## src/rtl/mem_stage_pkg.sv

```systemverilog
// Shared pipeline definitions for the EX->MEM->WB datapath.
// Holds bus widths, mem_re size codes, exception bit indices and the packed
// views of the EX->MEM and MEM->WB bundles (fields listed MSB first).
package mem_stage_pkg;

    localparam int CSR_ZIP_W = 79;
    localparam int EXC_W     = 7;

    localparam int ES2MS_W   = 163;
    localparam int MS2WS_W   = 157;
    localparam int RF_ZIP_W  = 40;

    // mem_re doubles as the load size code
    localparam logic [3:0] BYTE = 4'h1;
    localparam logic [3:0] HALF = 4'h3;
    localparam logic [3:0] WORD = 4'hf;

    // Address-misaligned exception, raised in EX
    localparam int ALE = 6;

    typedef struct packed {
        logic [31:0]          pc;
        logic                 rf_we;
        logic [4:0]           rf_waddr;
        logic [31:0]          alu_result;
        logic                 res_from_mem;
        logic [3:0]           mem_re;
        logic                 mem_re_s;
        logic                 csr_re;
        logic [CSR_ZIP_W-1:0] csr_zip;
        logic [EXC_W-1:0]     except_zip;
    } es2ms_t;

    typedef struct packed {
        logic [31:0]          pc;
        logic                 rf_we;
        logic [4:0]           rf_waddr;
        logic [31:0]          rf_wdata;
        logic                 csr_re;
        logic [CSR_ZIP_W-1:0] csr_zip;
        logic [EXC_W-1:0]     except_zip;
    } ms2ws_t;

endpackage

```

## src/rtl/mem_stage_load_align.sv

```systemverilog
// Load data alignment: picks the byte/half/word addressed by the low address bits and extends it.
// Latency: purely combinational.
// Backpressure: none, stateless.
// Ports: i_rdata (raw SRAM word), i_offset (addr[1:0]), i_mem_re (size code),
//        i_mem_re_s (sign-extend), o_result (aligned 32-bit value).
module load_align
    import mem_stage_pkg::*;
(
    input  logic [31:0] i_rdata,
    input  logic [1:0]  i_offset,
    input  logic [3:0]  i_mem_re,
    input  logic        i_mem_re_s,
    output logic [31:0] o_result
);

    logic [15:0] w_half;
    logic [7:0]  w_byte;

    assign w_half = i_offset[1] ? i_rdata[31:16] : i_rdata[15:0];

    always_comb begin
        w_byte = i_rdata[7:0];
        case (i_offset)
            2'd0:    w_byte = i_rdata[7:0];
            2'd1:    w_byte = i_rdata[15:8];
            2'd2:    w_byte = i_rdata[23:16];
            default: w_byte = i_rdata[31:24];
        endcase
    end

    always_comb begin
        o_result = i_rdata;
        case (i_mem_re)
            WORD:    o_result = i_rdata;
            HALF:    o_result = {{16{i_mem_re_s & w_half[15]}}, w_half};
            BYTE:    o_result = {{24{i_mem_re_s & w_byte[7]}}, w_byte};
            default: o_result = i_rdata;
        endcase
    end

endmodule

```

## src/rtl/mem_stage.sv

```systemverilog
// MEM pipeline stage: latches the EX bundle, aligns SRAM load data, merges exceptions, forwards to decode.
// Latency: one register stage from EX; outputs toward WB are combinational from that register.
// Backpressure: ms_allowin drops while holding a valid instruction WB will not take; first-cycle SRAM data is buffered meanwhile.
// Ports: clk/resetn (sync, active-low); es2ms_valid/es2ms_bus/ms_allowin from EX;
//        data_sram_rdata from SRAM; ms2ws_valid/ms2ws_bus/ws_allowin to WB;
//        ms_rf_zip forwarding to decode; ms_ex to EX; ws_ex flush from WB.
module mem_stage
    import mem_stage_pkg::*;
(
    input  logic                clk,
    input  logic                resetn,
    output logic                ms_allowin,
    input  logic                es2ms_valid,
    input  logic [ES2MS_W-1:0]  es2ms_bus,
    input  logic [31:0]         data_sram_rdata,
    input  logic                ws_allowin,
    output logic                ms2ws_valid,
    output logic [MS2WS_W-1:0]  ms2ws_bus,
    output logic [RF_ZIP_W-1:0] ms_rf_zip,
    output logic                ms_ex,
    input  logic                ws_ex
);

    logic        r_valid;
    es2ms_t      r_bus;
    logic        r_first_cycle;
    logic [31:0] r_rdata_buf;
    logic        r_rdata_buf_valid;

    es2ms_t      w_in;
    ms2ws_t      w_out;
    logic        w_load;
    logic        w_has_exc;
    logic [31:0] w_rdata;
    logic [31:0] w_load_data;
    logic [31:0] w_rf_wdata;

    assign w_in       = es2ms_bus;
    assign ms_allowin = ~r_valid | ws_allowin;
    assign w_load     = es2ms_valid & ms_allowin & ~ws_ex;

    always_ff @(posedge clk) begin
        if (!resetn) begin
            r_valid           <= 1'b0;
            r_bus             <= '0;
            r_first_cycle     <= 1'b0;
            r_rdata_buf       <= '0;
            r_rdata_buf_valid <= 1'b0;
        end else begin
            if (ws_ex) begin
                r_valid <= 1'b0;
            end else if (ms_allowin) begin
                r_valid <= es2ms_valid;
            end

            if (w_load) begin
                r_bus <= w_in;
            end

            r_first_cycle <= w_load;

            // SRAM data is only valid in the first MEM cycle; keep it if WB stalls us there
            if (w_load || ws_ex) begin
                r_rdata_buf_valid <= 1'b0;
            end else if (r_valid && r_first_cycle && !ws_allowin) begin
                r_rdata_buf       <= data_sram_rdata;
                r_rdata_buf_valid <= 1'b1;
            end
        end
    end

    assign w_rdata = r_rdata_buf_valid ? r_rdata_buf : data_sram_rdata;

    load_align u_load_align (
        .i_rdata    (w_rdata),
        .i_offset   (r_bus.alu_result[1:0]),
        .i_mem_re   (r_bus.mem_re),
        .i_mem_re_s (r_bus.mem_re_s),
        .o_result   (w_load_data)
    );

    assign w_rf_wdata = r_bus.res_from_mem ? w_load_data : r_bus.alu_result;
    assign w_has_exc  = |r_bus.except_zip;

    // A faulting instruction still reaches WB to raise the trap, but must not write the RF
    assign w_out.pc         = r_bus.pc;
    assign w_out.rf_we      = r_bus.rf_we & ~w_has_exc;
    assign w_out.rf_waddr   = r_bus.rf_waddr;
    assign w_out.rf_wdata   = w_rf_wdata;
    assign w_out.csr_re     = r_bus.csr_re;
    assign w_out.csr_zip    = r_bus.csr_zip;
    assign w_out.except_zip = r_bus.except_zip;

    assign ms2ws_valid = r_valid;
    assign ms2ws_bus   = w_out;
    assign ms_ex       = r_valid & w_has_exc;
    assign ms_rf_zip   = {r_bus.csr_re & r_valid, 1'b0,
                          r_bus.rf_we & r_valid & ~w_has_exc,
                          r_bus.rf_waddr, w_rf_wdata};

endmodule

```

## config.mk

```make
export PLATFORM = sky130hd
export DESIGN_NAME = mem_stage
export DESIGN_NICKNAME = d
export VERILOG_FILES = /design/src/rtl/mem_stage_pkg.sv /design/src/rtl/mem_stage_load_align.sv /design/src/rtl/mem_stage.sv
export SDC_FILE = /design/constraint.sdc
export NUM_CORES = 1
export LEC_CHECK = 0
export CAP_MARGIN = 20
export CORE_MARGIN = 2
export CORE_UTILIZATION = 30
export CTS_CLUSTER_DIAMETER = 100
export DETAILED_ROUTE_END_ITERATION = 7
export PLACE_DENSITY_LB_ADDON = 0.15
export SYNTH_ARGS = -nofsm -noshare
export SYNTH_HDL_FRONTEND = slang
export SYNTH_SLANG_ARGS = --single-unit
export TNS_END_PERCENT = 100
```

## constraint.sdc

```tcl
create_clock -name clk -period 4 [get_ports clk]
set_input_delay 0.8 -clock clk [delete_from_list [all_inputs] [get_ports clk]]
set_output_delay 0.8 -clock clk [all_outputs]
set_load 0.01 [all_outputs]
```

# After elaboration in Yosys (flattened, before gate mapping)

Index checks and enable logic that the tools add are counted.

Output and inout port bits: 200
Register bits after elaboration: 198
Latch bits: 0
Bits in writable memories: 0
Input port bits: 200
Word-level logic and storage cells: 47
ROM bits: 0
Memories: 0

Reductions and logical operators: 9
Divide/modulo/power cells: 0
Order comparisons: 0
Shifts and indexed selects: 0
Equality and inequality tests: 4
Bitwise logic cells: 15
Multipliers: 0
Add/subtract/negate cells: 0
Multiplexer cells: 5

Operators with widths:

| cell                                                 | number |
|---|---|
| two-way mux 32 bit                                   | 2 |
| one-hot mux 32 bit (2 select lines)                  | 1 |
| one-hot mux 8 bit (3 select lines)                   | 1 |
| two-way mux 16 bit                                   | 1 |
| bitwise AND 1 bit                                    | 9 |
| OR reduction 7 bit                                   | 1 |
| NOT 1 bit                                            | 5 |
| equality test 4 x 1 -> 1 bit (second input constant) | 1 |
| equality test 4 x 2 -> 1 bit (second input constant) | 1 |
| OR reduction 2 bit                                   | 2 |
| equality test 2 x 1 -> 1 bit (second input constant) | 1 |
| equality test 2 bit (second input constant)          | 1 |
| logical AND 1 bit                                    | 2 |
| zero test 2 bit                                      | 1 |
| AND reduction 2 bit                                  | 1 |
| zero test 1 bit                                      | 1 |
| logical OR 1 bit                                     | 1 |
| OR 1 bit                                             | 1 |

# Depth between registers and ports, before layout

Gate-level depths: netlist of the first run.

Depth after elaboration: 7
Gate-level depth with buffers: 8
Gate-level depth less buffers: 4

# Modules after synthesis

From an unflattened synthesis of the first run, not the netlist that was laid out.

Cells, all modules: 1211
Area, all modules: 10443.8 um^2

By module, submodules not included:

| module     | cells an instance | seq. area each (um^2) | instances | area an instance (um^2) |
|---|---|---|---|---|
| mem_stage  | 1104              | 3963.8                | 1         | 9774.4 |
| load_align | 107               | 0.0                   | 1         | 669.4 |

# Worst setup path after synthesis of the first run

No wires, ideal clock.

Path kind: in2out
From: input data_sram_rdata[23]
To: output ms_rf_zip[22]
Stages on the path: 6
Setup slack: 1155 ps
Data arrival time: 2045 ps
Buffers on the path: 2
Required time: 3200 ps
Cells stage by stage: mux2_4 -> o2bb2ai_2 -> o2111ai_4 -> buf_6 -> a41oi_1 -> buf_4

Cells in the longest elaborated chain, start to end: 5

RTL lines:

| what                                | RTL line                   | source |
|---|---|---|
| from (decl)                         | mem_stage.sv:15            | `input logic [31:0] data_sram_rdata,` |
| two-way mux 32 bit                  | mem_stage.sv:72            | `assign w_rdata = r_rdata_buf_valid ? r_rdata_buf : data_sram_rdata;` |
| one-hot mux 8 bit (3 select lines)  | mem_stage_load_align.sv:23 | `case (i_offset)` |
| bitwise AND 1 bit                   | mem_stage_load_align.sv:36 | `BYTE: o_result = {{24{i_mem_re_s & w_byte[7]}}, w_byte};` |
| one-hot mux 32 bit (2 select lines) | mem_stage_load_align.sv:33 | `case (i_mem_re)` |
| two-way mux 32 bit                  | mem_stage.sv:82            | `assign w_rf_wdata = r_bus.res_from_mem ? w_load_data : r_bus.alu_result;` |
| to (decl)                           | mem_stage.sv:19            | `output logic [RF_ZIP_W-1:0] ms_rf_zip,` |

Every way passes these cells.

# Worst setup path in the final report of the first run

From: input data_sram_rdata[15]
To: output ms_rf_zip[31]

Cells in the longest elaborated chain, start to end: 5
Elaborated cells on any way between the ends: 7
Classes of those cells: mux: 5; bitwise: 2

RTL lines:

| what                                                                            | RTL line |
|---|---|
| two-way mux 32 bit *                                                            | mem_stage.sv:72 |
| one-hot mux 8 bit (3 select lines) / two-way mux 16 bit (equally long branches) | mem_stage_load_align.sv:23, mem_stage_load_align.sv:19 |
| bitwise AND 1 bit (on tied branches)                                            | mem_stage_load_align.sv:36, mem_stage_load_align.sv:35 |
| one-hot mux 32 bit (2 select lines) *                                           | mem_stage_load_align.sv:33 |
| two-way mux 32 bit *                                                            | mem_stage.sv:82 |

Every way passes the cells marked *; elsewhere a longest branch is shown, timed or not.

==> impl_results.rst, run 1 <==
.. list-table::
   :header-rows: 1

   * - Metric
     - Value
   * - Number of buffers on the longest clock path
     - 2
   * - Post-synthesis async set-or-reset flop share
     - 0
   * - Row count
     - 66
   * - Leakage dissipation
     - 4.76 nW
   * - Dominant register cell in the synthesized netlist
     - dfxtp_1
   * - Clock tree from TritonCTS
     - built
   * - Sequential-to-total area share from yosys stat
     - 0.395
   * - Portion of total power attributed to combinational logic
     - 0.174
   * - Initial Utilization
     - 0.306
   * - Routed wirelength normalized by instance count
     - approximately 18 um
   * - H-Tree Depth
     - 4
   * - Clock transition at the registers of the reported paths
     - 80 ps
   * - Slew Limit Fails
     - 0
   * - Final period utilization
     - 0.969
   * - Headroom to the max-slew limit
     - 0.428
   * - Maximum number of pins on one net before global-route repair
     - 120
   * - Post-layout minimum cycle time
     - 3880 ps
   * - DRC viols
     - 0
   * - Transition at the pin with the smallest max-transition slack
     - 858 ps
   * - Count of flip-flops with a built-in enable after synthesis
     - 0
   * - Setup skew after layout
     - about 12 ps
   * - Final weighted congestion in routability-driven placement
     - 0.788
   * - Cell with the most instances on the worst path
     - clkdlybuf4s50_1
   * - Detailed placement HPWL
     - 23500 um
   * - Net switching power figure
     - 0.00123 W
   * - Post-route ant nets
     - 0
   * - Critical path's top delay family
     - buffers and inverters
   * - Num CTS Buffers
     - 17
   * - Slowest stage cell, crit path
     - clkdlybuf4s50_1
   * - Cell Chain, Critical Path
     - clkdlybuf4s50_1 -> mux2i_2 -> mux2i_1 -> nand4_2 -> buf_4 -> a31oi_1 -> clkdlybuf4s50_1
   * - Post-cts hold buffer count
     - 0
   * - Worst setup EP type
     - output pin
   * - Post-route cell area
     - between 10000 and 15000 um2
   * - Placed standard-cell area
     - 13100 um2
   * - Die extent in y
     - 187 um
   * - Area share of the largest cell type after synthesis
     - 0.395
   * - Num ports
     - 400
   * - Status
     - finished, final reports clean
   * - Mapped cell area
     - 10000 um2
   * - Net count after synthesis
     - ~1400
   * - Worst IR drop on VDD
     - between 0.2 and 0.3 mV
   * - Endpoint required time on the critical path
     - around 3200 ps
   * - Setup repair after global routing missed its margin
     - no
   * - Class of the worst hold path
     - reg -> reg
   * - Leftover overflow at the end of global routing
     - 0
   * - Final setup violation count
     - 0
   * - Net count of the finished layout
     - roughly 1600
   * - Clock network fraction of total power
     - 0.390
   * - Path type of the worst setup path
     - in -> out
   * - Cell-internal power
     - 0.00357 W
   * - Synthesis-to-layout area growth
     - 37.2%
   * - Most used standard cell by instance count after synthesis
     - nand2_1
   * - Floorplan die width
     - approximately 190 um
   * - Average cell area after synthesis
     - 8.15 um2
   * - Maximum Capacitance Violations
     - 0
   * - Fraction of layout instances using a drive strength above 1
     - 0.0678
   * - Global-route wire length before repair
     - 49900 um
   * - Die area
     - 34900 um2
   * - Total Negative Setup Slacks
     - 0 ps
   * - Number of sinks on the clock net
     - 198
   * - Skew-Pair Late Insertion Delay
     - 450 ps
   * - Buffers added on ports
     - 398
   * - DR iter-0 viols
     - 415
   * - Switch share
     - 0.256
   * - Commonest cells in the synthesized netlist
     - 410 x nand2_1, 198 x dfxtp_1, 176 x a21boi_0
   * - Biggest area consumer among synthesized cells
     - dfxtp_1
   * - Startpoint Class
     - input pin
   * - Routed via count divided by cell count
     - 4.55
   * - Portion of total power attributed to sequential cells
     - 0.436
   * - Place WS
     - ~28 ps
   * - Area of the placeable core
     - ~33000 um2
   * - Total power consumption of the routed design
     - 0.00480 W
   * - Initial antenna violation count
     - 4
   * - Max Clk Rate
     - 258 MHz
   * - Buf/Inv on CP
     - 3
   * - Power density cells
     - 348 nW/um2
   * - Detailed-routing iteration count for the pre-antenna-repair pass
     - 4
   * - Cell chosen for the clock root
     - clkbuf_16
   * - Data arrival time of the critical path
     - a little over 3000 ps
   * - Number of global-route vias before repair
     - 8346
   * - Mapped Cells
     - ~1200
   * - Register bit total from synthesis
     - 198
   * - YS warnings
     - 0
   * - Final routed wirelength across all metal layers
     - 32900 um
   * - Most area-consuming cells after synthesis
     - dfxtp_1 39%, nand2_1 15%, a21boi_0 13%
   * - Unique masters post-synth
     - 46
   * - Largest stage delay, worst path
     - just over 600 ps
   * - Total global-route track usage
     - 0.185
   * - Final Worst Setup Slack
     - 124 ps
   * - Hold violation count in the final report
     - 0
   * - Total via count in the routed design
     - 8537
   * - Maximum net fanout on the critical path
     - 16
==> repair_timing <==
action                     in CTS  in global routing
setup buffers                   0                  0
setup endpoints to repair       0                 30
gates resized for setup         0                  3
==> routing by layer <==
metal / GRT usage / up-vias / wire [um]
met2: 0.314 / 277 / 15800
met4: 0.0528 / 4 / 585
met1: 0.218 / 3958 / 13800
li1: - / 4268 / -
met5: 0 / - / 23
met3: 0.0670 / 30 / 2610
==> placed cells by master (no fill, tap or decap), types with 4 or more instances in the layout <==
master           synthesis  final
dfxtp_1                198    195
buf_4                  166     17
clkdlybuf4s50_1          0    397
a41oi_1                 14     14
mux2i_1                 14     13
inv_1                    8      8
mux4_2                   9      9
clkbuf_16                0     17
and3_1                   4      4
nor2_1                  17     16
nand3_1                 15     15
mux2_2                  19     19
a21boi_1                20     19
a21boi_0               176    176
a21oi_1                 20     20
o221ai_1                 5      5
nand2_1                410    410
o21ai_0                 12     12
==> power groups by stage <==
stage,Sequential [W],Clock [W],Combinational [W]
global route,0.00211,0.00203,0.000902
finish,0.00209,0.00187,0.000834
CTS,0.00210,0.00195,0.000845
global placement,0.00214,0,0.000838
detailed placement,0.00214,0,0.000841
floorplan,0.00213,0,0.000444
==> stage by stage <==
stage          utilization  cells  hold WS, ps
2_1_floorplan            -   1232          435
3_3_place_gp         0.401   1841          440
3_5_place_dp         0.401   1841          446
4_1_cts              0.420   1873          457
5_1_grt              0.420   1873          476
6_report             0.420   1875          457
==> area by class of cell <==
class                           count  area [um2]
Fill cell                        3385       19000
Multi-Input combinational cell    776        4430
Timing Repair Buffer              417        4160
Sequential cell                   198        3970
Tap cell                          442         553
Clock buffer                       20         467
Clock inverter                     12         164
Inverter                            8        30.0
Antenna cell                        2        5.00
==> tightest hold or removal path, cell delays in order (launching register included) <==
cell and delay, ps:
dfxtp_1 310, nand2_1 50, a21boi_1 50
==> flip-flops by register name (all words and copies together), names as in the netlist <==
name and cells:
r_first_cycle 1, ms2ws_valid 1, ms2ws_bus 124, r_rdata_buf_valid 1, r_bus 39, r_rdata_buf 32
==> logic make-up after synthesis <==
group                  share of synthesized area
AND/OR/NAND/NOR                            0.190
AO/OA/AOI/OAI                              0.192
buffers and inverters                      0.166
flip-flops                                 0.395
multiplexers                              0.0570
other                                   0.000374
==> path summary, 6_finish.rpt <==
check | to | slack, ps | startpoint | depth (start not counted)
hold reg to reg | r_bus[120]$_SDFFE_PN0P_ | 460 | r_bus[120]$_SDFFE_PN0P_ | 2
setup / recovery | ms_rf_zip[31] | 120 | data_sram_rdata[15] | 7
setup reg to reg | ms2ws_bus[40]$_SDFFE_PN0P_ | 1870 | ms2ws_valid$_SDFFE_PP0N_ | 5
hold / removal | r_bus[120]$_SDFFE_PN0P_ | 460 | r_bus[120]$_SDFFE_PN0P_ | 2
Note: power is estimated with default switching activity, not from simulation.
==> run 2: changes to the inputs <==
Settings changed: CTS_BUF_LIST set to sky130_fd_sc_hd__clkbuf_4 sky130_fd_sc_hd__clkbuf_8, PLACE_DENSITY_LB_ADDON 0.15 to 0.2, SKIP_CTS_REPAIR_TIMING set to 1.
==> impl_results.rst, run 2 (synthesis gave the netlist of run 1 again) <==
.. list-table::
   :header-rows: 1

   * - Metric
     - Value
   * - Finished Layout Cells
     - 1872 (was 1875)
   * - Global-route wire length before repair
     - 49200 um (was 49900 um)
   * - Initial antenna violation count
     - 5 (was 4)
   * - Final setup violation count
     - 0 (unchanged)
   * - Initial Utilization
     - 0.306 (unchanged)
   * - Endpoint required time on the critical path
     - 3200 ps (about the same)
   * - Leading cell types in the layout, fill and taps excluded
     - 410 x nand2_1, 397 x clkdlybuf4s50_1, 195 x dfxtp_1 (unchanged)
   * - DR iter-0 viols
     - 405 (was 415)
   * - Detailed-routing iteration count for the pre-antenna-repair pass
     - 7 (was 4)
   * - Routed wirelength normalized by instance count
     - 17.3 um (was 17.5 um)
   * - Flip-flop count of the largest register after layout
     - 124 (unchanged)
   * - Row count
     - 66 (unchanged)
   * - Routed via count divided by cell count
     - 4.57 (was 4.55)
   * - Transition at the pin with the smallest max-transition slack
     - 779 ps (was 858 ps)
   * - Num ports
     - 400 (unchanged)
   * - Number of placed instances with taps included
     - 1839 (was 1841)
   * - Synthesis-to-layout area growth
     - 34.8% (was 37.2%)
   * - Startpoint Class
     - input pin (unchanged)
   * - Setup repair after global routing missed its margin
     - no (unchanged)
   * - Area of the placeable core
     - 32800 um2 (unchanged)
   * - Commonest non-fill, non-tap cell in the layout
     - nand2_1 (unchanged)
   * - DRC viols
     - 0 (unchanged)
   * - Clock transition at the registers of the reported paths
     - 100 ps (was 80 ps)
   * - Num CTS Buffers
     - 17 (unchanged)
   * - Leftover overflow at the end of global routing
     - 0 (unchanged)
   * - Buffers added on ports
     - 398 (unchanged)
   * - Clock tree from TritonCTS
     - built (unchanged)
   * - FILL cells
     - 3348 (was 3385)
   * - Total Negative Setup Slacks
     - 0 ps (unchanged)
   * - Leakage dissipation
     - 4.66 nW (was 4.76 nW)
   * - Post-route ant nets
     - 0 (unchanged)
   * - Number of global-route vias before repair
     - 8338 (was 8346)
   * - Data arrival time of the critical path
     - 3000 ps (was 3080 ps)
   * - Class of the worst hold path
     - reg -> reg (unchanged)
   * - Net count of the finished layout
     - 1616 (was 1618)
   * - Status
     - finished, final reports clean (unchanged)
   * - Final period utilization
     - 0.951 (was 0.969)
   * - Worst IR drop on VDD
     - 0.202 mV (was 0.271 mV)
   * - Final weighted congestion in routability-driven placement
     - 0.867 (was 0.788)
   * - Hold Slack
     - 457 ps (about the same)
   * - Total power consumption of the routed design
     - 0.00432 W (was 0.00480 W)
   * - Final routed wirelength across all metal layers
     - 32500 um (was 32900 um)
   * - Path type of the worst setup path
     - in -> out (unchanged)
   * - Worst reg-to-reg setup slack
     - 1880 ps (was 1870 ps)
   * - Final Worst Setup Slack
     - 195 ps (was 124 ps)
   * - Floorplan die width
     - 187 um (unchanged)
   * - Fraction of layout instances using a drive strength above 1
     - 0.0651 (was 0.0678)
   * - Die extent in y
     - 187 um (unchanged)
   * - Detailed placement HPWL
     - 23400 um (was 23500 um)
   * - Die area
     - 34900 um2 (unchanged)
   * - Number of sinks on the clock net
     - 198 (unchanged)
   * - Setup skew after layout
     - 13.7 ps (was 12.5 ps)
   * - Total via count in the routed design
     - 8560 (was 8537)
   * - Maximum Capacitance Violations
     - 0 (unchanged)
   * - Headroom to the max-slew limit
     - 0.481 (was 0.428)
   * - Maximum net fanout on the critical path
     - 24 (was 16)
   * - Maximum number of pins on one net before global-route repair
     - 119 (was 120)
   * - Place WS
     - 178 ps (was 27.8 ps)
   * - Cell chosen for the clock root
     - clkbuf_8 (was clkbuf_16)
   * - H-Tree Depth
     - 4 (unchanged)
   * - Post-layout minimum cycle time
     - 3800 ps (was 3880 ps)
   * - Power density cells
     - 319 nW/um2 (was 348 nW/um2)
   * - Skew-Pair Late Insertion Delay
     - 500 ps (was 450 ps)
   * - Slew Limit Fails
     - 0 (unchanged)
   * - Number of buffers on the longest clock path
     - 2 (unchanged)
   * - Total global-route track usage
     - 0.182 (was 0.185)
   * - Hold violation count in the final report
     - 0 (unchanged)
   * - Max Clk Rate
     - 263 MHz (was 258 MHz)
   * - Worst setup EP type
     - output pin (unchanged)
[run 2: layer usage]
metal,up-vias,global-route usage,routed length (um)
met5,-,0,48
met4,8,0.0553,548
met3,32,0.0765,2900
met2,306,0.310,15800
met1,3963,0.207,13200
li1,4251,-,-
[run 2: worst paths after layout]
kind,from,to,depth (start not counted)
setup / recovery,data_sram_rdata[15],ms2ws_bus[106],7
hold / removal,ms2ws_bus[69]$_SDFFE_PN0P_,ms2ws_bus[69]$_SDFFE_PN0P_,2
setup reg to reg,ms2ws_valid$_SDFFE_PP0N_,ms2ws_bus[82]$_SDFFE_PN0P_,5
hold reg to reg,ms2ws_bus[69]$_SDFFE_PN0P_,ms2ws_bus[69]$_SDFFE_PN0P_,2
[run 2: worst max-delay path, cell delays in order]
cell and delay, ps:
clkdlybuf4s50_1 490, mux2i_1 140, a21boi_1 320, o2111ai_4 130, buf_4 250, a41oi_1 270
clkdlybuf4s50_1 600
[run 2: power by group]
part	leakage (nW)	total [W]	switching [W]	internal (W)
sequential	1.62	0.00210	0.0000472	0.00205
clock	0.215	0.00139	0.000800	0.000593
combinational	2.83	0.000830	0.000354	0.000476
total	4.66	0.00432	0.00120	0.00312
[run 2: cell type report]
cell class                 instances  area, um2  share of cell area
clock buffer                      18        248              0.0183
tap                              442        553              0.0409
timing repair buffer             415       4150               0.306
antenna                            1       2.50            0.000185
sequential                       198       3970               0.293
multi-input combinational        776       4420               0.327
inverter                           8       30.0             0.00222
clock inverter                    14        166              0.0123
[run 2: metrics by stage]
stage          utilization  cell area (um2)
6_report             0.413            13500
5_1_grt              0.413            13500
4_1_cts              0.413            13500
3_5_place_dp         0.400            13100
3_3_place_gp         0.400            13100
2_1_floorplan            -            10000
==> run 3: changes to the inputs <==
Settings changed: ABC_CLOCK_PERIOD_IN_PS set to 4500.
Clock period 4 ns to 4.5 ns, I/O delays scaled along.
==> impl_results.rst, run 3 (synthesis gave the netlist of run 1 again) <==
.. list-table::
   :header-rows: 1

   * - Metric
     - Value
   * - Num CTS Buffers
     - 17 (unchanged)
   * - Total via count in the routed design
     - 8627 (was 8560)
   * - Power density cells
     - 281 nW/um2 (was 319 nW/um2)
   * - Area of the placeable core
     - 32800 um2 (unchanged)
   * - Flip-flop count of the largest register after layout
     - 124 (unchanged)
   * - Sink of the worst hold path
     - r_bus[118]$_SDFFE_PN0P_ (was ms2ws_bus[69]$_SDFFE_PN0P_)
   * - Initial antenna violation count
     - 4 (was 5)
   * - Leading cell types in the layout, fill and taps excluded
     - 410 x nand2_1, 397 x clkdlybuf4s50_1, 196 x dfxtp_1 (was 410 x nand2_1, 397 x clkdlybuf4s50_1, 195 x dfxtp_1)
   * - Number of global-route vias before repair
     - 8449 (was 8338)
   * - DRC viols
     - 0 (unchanged)
   * - Class of the worst hold path
     - reg -> reg (unchanged)
   * - Met2 Track Usage GR
     - 0.309 (was 0.310)
   * - Headroom to the max-slew limit
     - 0.368 (was 0.481)
   * - Num ports
     - 400 (unchanged)
   * - Placed standard-cell area
     - 13100 um2 (about the same)
   * - Hold violation count in the final report
     - 0 (unchanged)
   * - Global-route wire length before repair
     - 49500 um (was 49200 um)
   * - Worst IR drop on VDD
     - 0.193 mV (was 0.202 mV)
   * - Total global-route track usage
     - 0.184 (was 0.182)
   * - Transition at the pin with the smallest max-transition slack
     - 948 ps (was 779 ps)
   * - DR iter-0 viols
     - 405 (unchanged)
   * - Post-route ant nets
     - 0 (unchanged)
   * - Final period utilization
     - 0.952
   * - Detailed-routing iteration count for the pre-antenna-repair pass
     - 4 (was 7)
   * - Synthesis-to-layout area growth
     - 34.6% (was 34.8%)
   * - Max Clk Rate
     - 234 MHz
   * - Fraction of layout instances using a drive strength above 1
     - 0.0645 (was 0.0651)
   * - Commonest non-fill, non-tap cell in the layout
     - nand2_1 (unchanged)
   * - Hold Startpoint
     - r_bus[118]$_SDFFE_PN0P_ (was ms2ws_bus[69]$_SDFFE_PN0P_)
   * - Critical register-to-register path startpoint
     - ms2ws_valid$_SDFFE_PP0N_ (unchanged)
   * - Post-route cell area
     - 13500 um2 (about the same)
   * - Clock tree from TritonCTS
     - built (unchanged)
   * - Slew Limit Fails
     - 0 (unchanged)
   * - Die extent in y
     - 187 um (unchanged)
   * - Setup repair after global routing missed its margin
     - no (unchanged)
   * - Final routed wirelength across all metal layers
     - 32600 um (was 32500 um)
   * - Startpoint Class
     - input pin (unchanged)
   * - Clock transition at the registers of the reported paths
     - 100 ps (about the same)
   * - Row count
     - 66 (unchanged)
   * - Net count of the finished layout
     - 1614 (was 1616)
   * - Detailed placement HPWL
     - 23400 um (about the same)
   * - Cell chosen for the clock root
     - clkbuf_8 (unchanged)
   * - Cell-internal power
     - 0.00276 W (was 0.00312 W)
   * - Final weighted congestion in routability-driven placement
     - 0.811 (was 0.867)
   * - Routed wirelength normalized by instance count
     - 17.4 um (was 17.3 um)
   * - Number of sinks on the clock net
     - 198 (unchanged)
   * - Skew-Pair Late Insertion Delay
     - 520 ps (was 500 ps)
   * - Portion of total power attributed to sequential cells
     - 0.490 (was 0.485)
   * - Leftover overflow at the end of global routing
     - 0 (unchanged)
   * - H-Tree Depth
     - 4 (unchanged)
   * - Global routing usage on met1
     - 0.209 (was 0.207)
   * - Met3 usage in global routing
     - 0.0756 (was 0.0765)
   * - Worst setup EP type
     - output pin (unchanged)
   * - Maximum net fanout on the critical path
     - 24 (unchanged)
   * - Leakage dissipation
     - 4.63 nW (was 4.66 nW)
   * - Final setup violation count
     - 0 (unchanged)
   * - Number of buffers on the longest clock path
     - 2 (unchanged)
   * - Reg2reg path depth
     - 5 (unchanged)
   * - Data arrival time of the critical path
     - 3380 ps (was 3000 ps)
   * - Maximum number of pins on one net before global-route repair
     - 100 (was 119)
   * - Buffers added on ports
     - 398 (unchanged)
   * - Depth of the worst hold-timing path
     - 2 (unchanged)
   * - Total Negative Setup Slacks
     - 0 ps (unchanged)
   * - Switch share
     - 0.274 (was 0.278)
   * - Net switching power figure
     - 0.00104 W (was 0.00120 W)
   * - Die area
     - 34900 um2 (unchanged)
   * - End-of-flow core utilization
     - 0.412 (was 0.413)
   * - Path type of the worst setup path
     - in -> out (unchanged)
   * - Routed via count divided by cell count
     - 4.61 (was 4.57)
   * - Portion of total power attributed to combinational logic
     - 0.195 (was 0.192)
   * - Clock network fraction of total power
     - 0.315 (was 0.322)
   * - Status
     - finished, final reports clean (unchanged)
   * - Setup skew after layout
     - 15.9 ps (was 13.7 ps)
   * - Maximum Capacitance Violations
     - 0 (unchanged)
   * - Worst reg-to-reg setup slack
     - 2480 ps (was 1880 ps)
   * - Floorplan die width
     - 187 um (unchanged)
   * - Endpoint required time on the critical path
     - 3600 ps (was 3200 ps)
   * - Post-layout minimum cycle time
     - 4280 ps
   * - Grt peak-use layer
     - met2 (unchanged)
   * - RR Endpoint
     - ms2ws_bus[27]$_SDFFE_PN0P_ (was ms2ws_bus[82]$_SDFFE_PN0P_)
   * - Initial Utilization
     - 0.306 (unchanged)
[run 3: worst max-delay path by stage]
stage	startpoint	endpoint	cells after the start	slack, ps
after CTS	data_sram_rdata[15]	ms2ws_bus[106]	6	200
after floorplan	data_sram_rdata[23]	ms_rf_zip[22]	6	1460
after detailed placement	data_sram_rdata[15]	ms2ws_bus[106]	6	200
after global routing	data_sram_rdata[15]	ms_rf_zip[29]	6	30
after global placement	data_sram_rdata[15]	ms_rf_zip[29]	6	280
final	data_sram_rdata[15]	ms_rf_zip[29]	6	220
[run 3: routing by layer]
layer / up-vias / wire length, um
li1: 4253 / -
met1: 3999 / 13300
met2: 326 / 15500
met3: 43 / 2990
met4: 6 / 776
met5: - / 38
[run 3: power groups by stage]
stage,clock network (W),logic (W),registers [W]
floorplan,0,0.000394,0.00189
global placement,0,0.000746,0.00190
detailed placement,0,0.000748,0.00190
CTS,0.00125,0.000752,0.00186
global route,0.00132,0.000801,0.00187
finish,0.00120,0.000742,0.00186
[run 3: layout make-up]
class	count	area, um2
flip-flops and latches	198	3970
well taps	442	553
diodes	2	5.00
clock buffers	19	249
inverters	8	30.0
multi-input cells	776	4430
fillers	3399	19300
repair buffers	413	4130
clock inverters	13	148
[run 3: stage by stage]
| step | power [W] | cells | hold slack [ps] | setup WS, ps |
|---|---|---|---|---|
| floorplan | 0.00228 | 1232 | 435 | 1460 |
| global placement | 0.00265 | 1837 | 440 | 278 |
| detailed placement | 0.00265 | 1837 | 445 | 200 |
| CTS | 0.00387 | 1869 | 460 | 195 |
| global route | 0.00399 | 1869 | 474 | 32.4 |
| finish | 0.00380 | 1871 | 458 | 218 |
[run 3: worst max-delay path, stage by stage]
cell and delay (ps):
clkdlybuf4s50_1 560, mux2i_2 150, a21boi_1 320, o2111ai_4 430, a41oi_1 400, clkdlybuf4s50_1 610
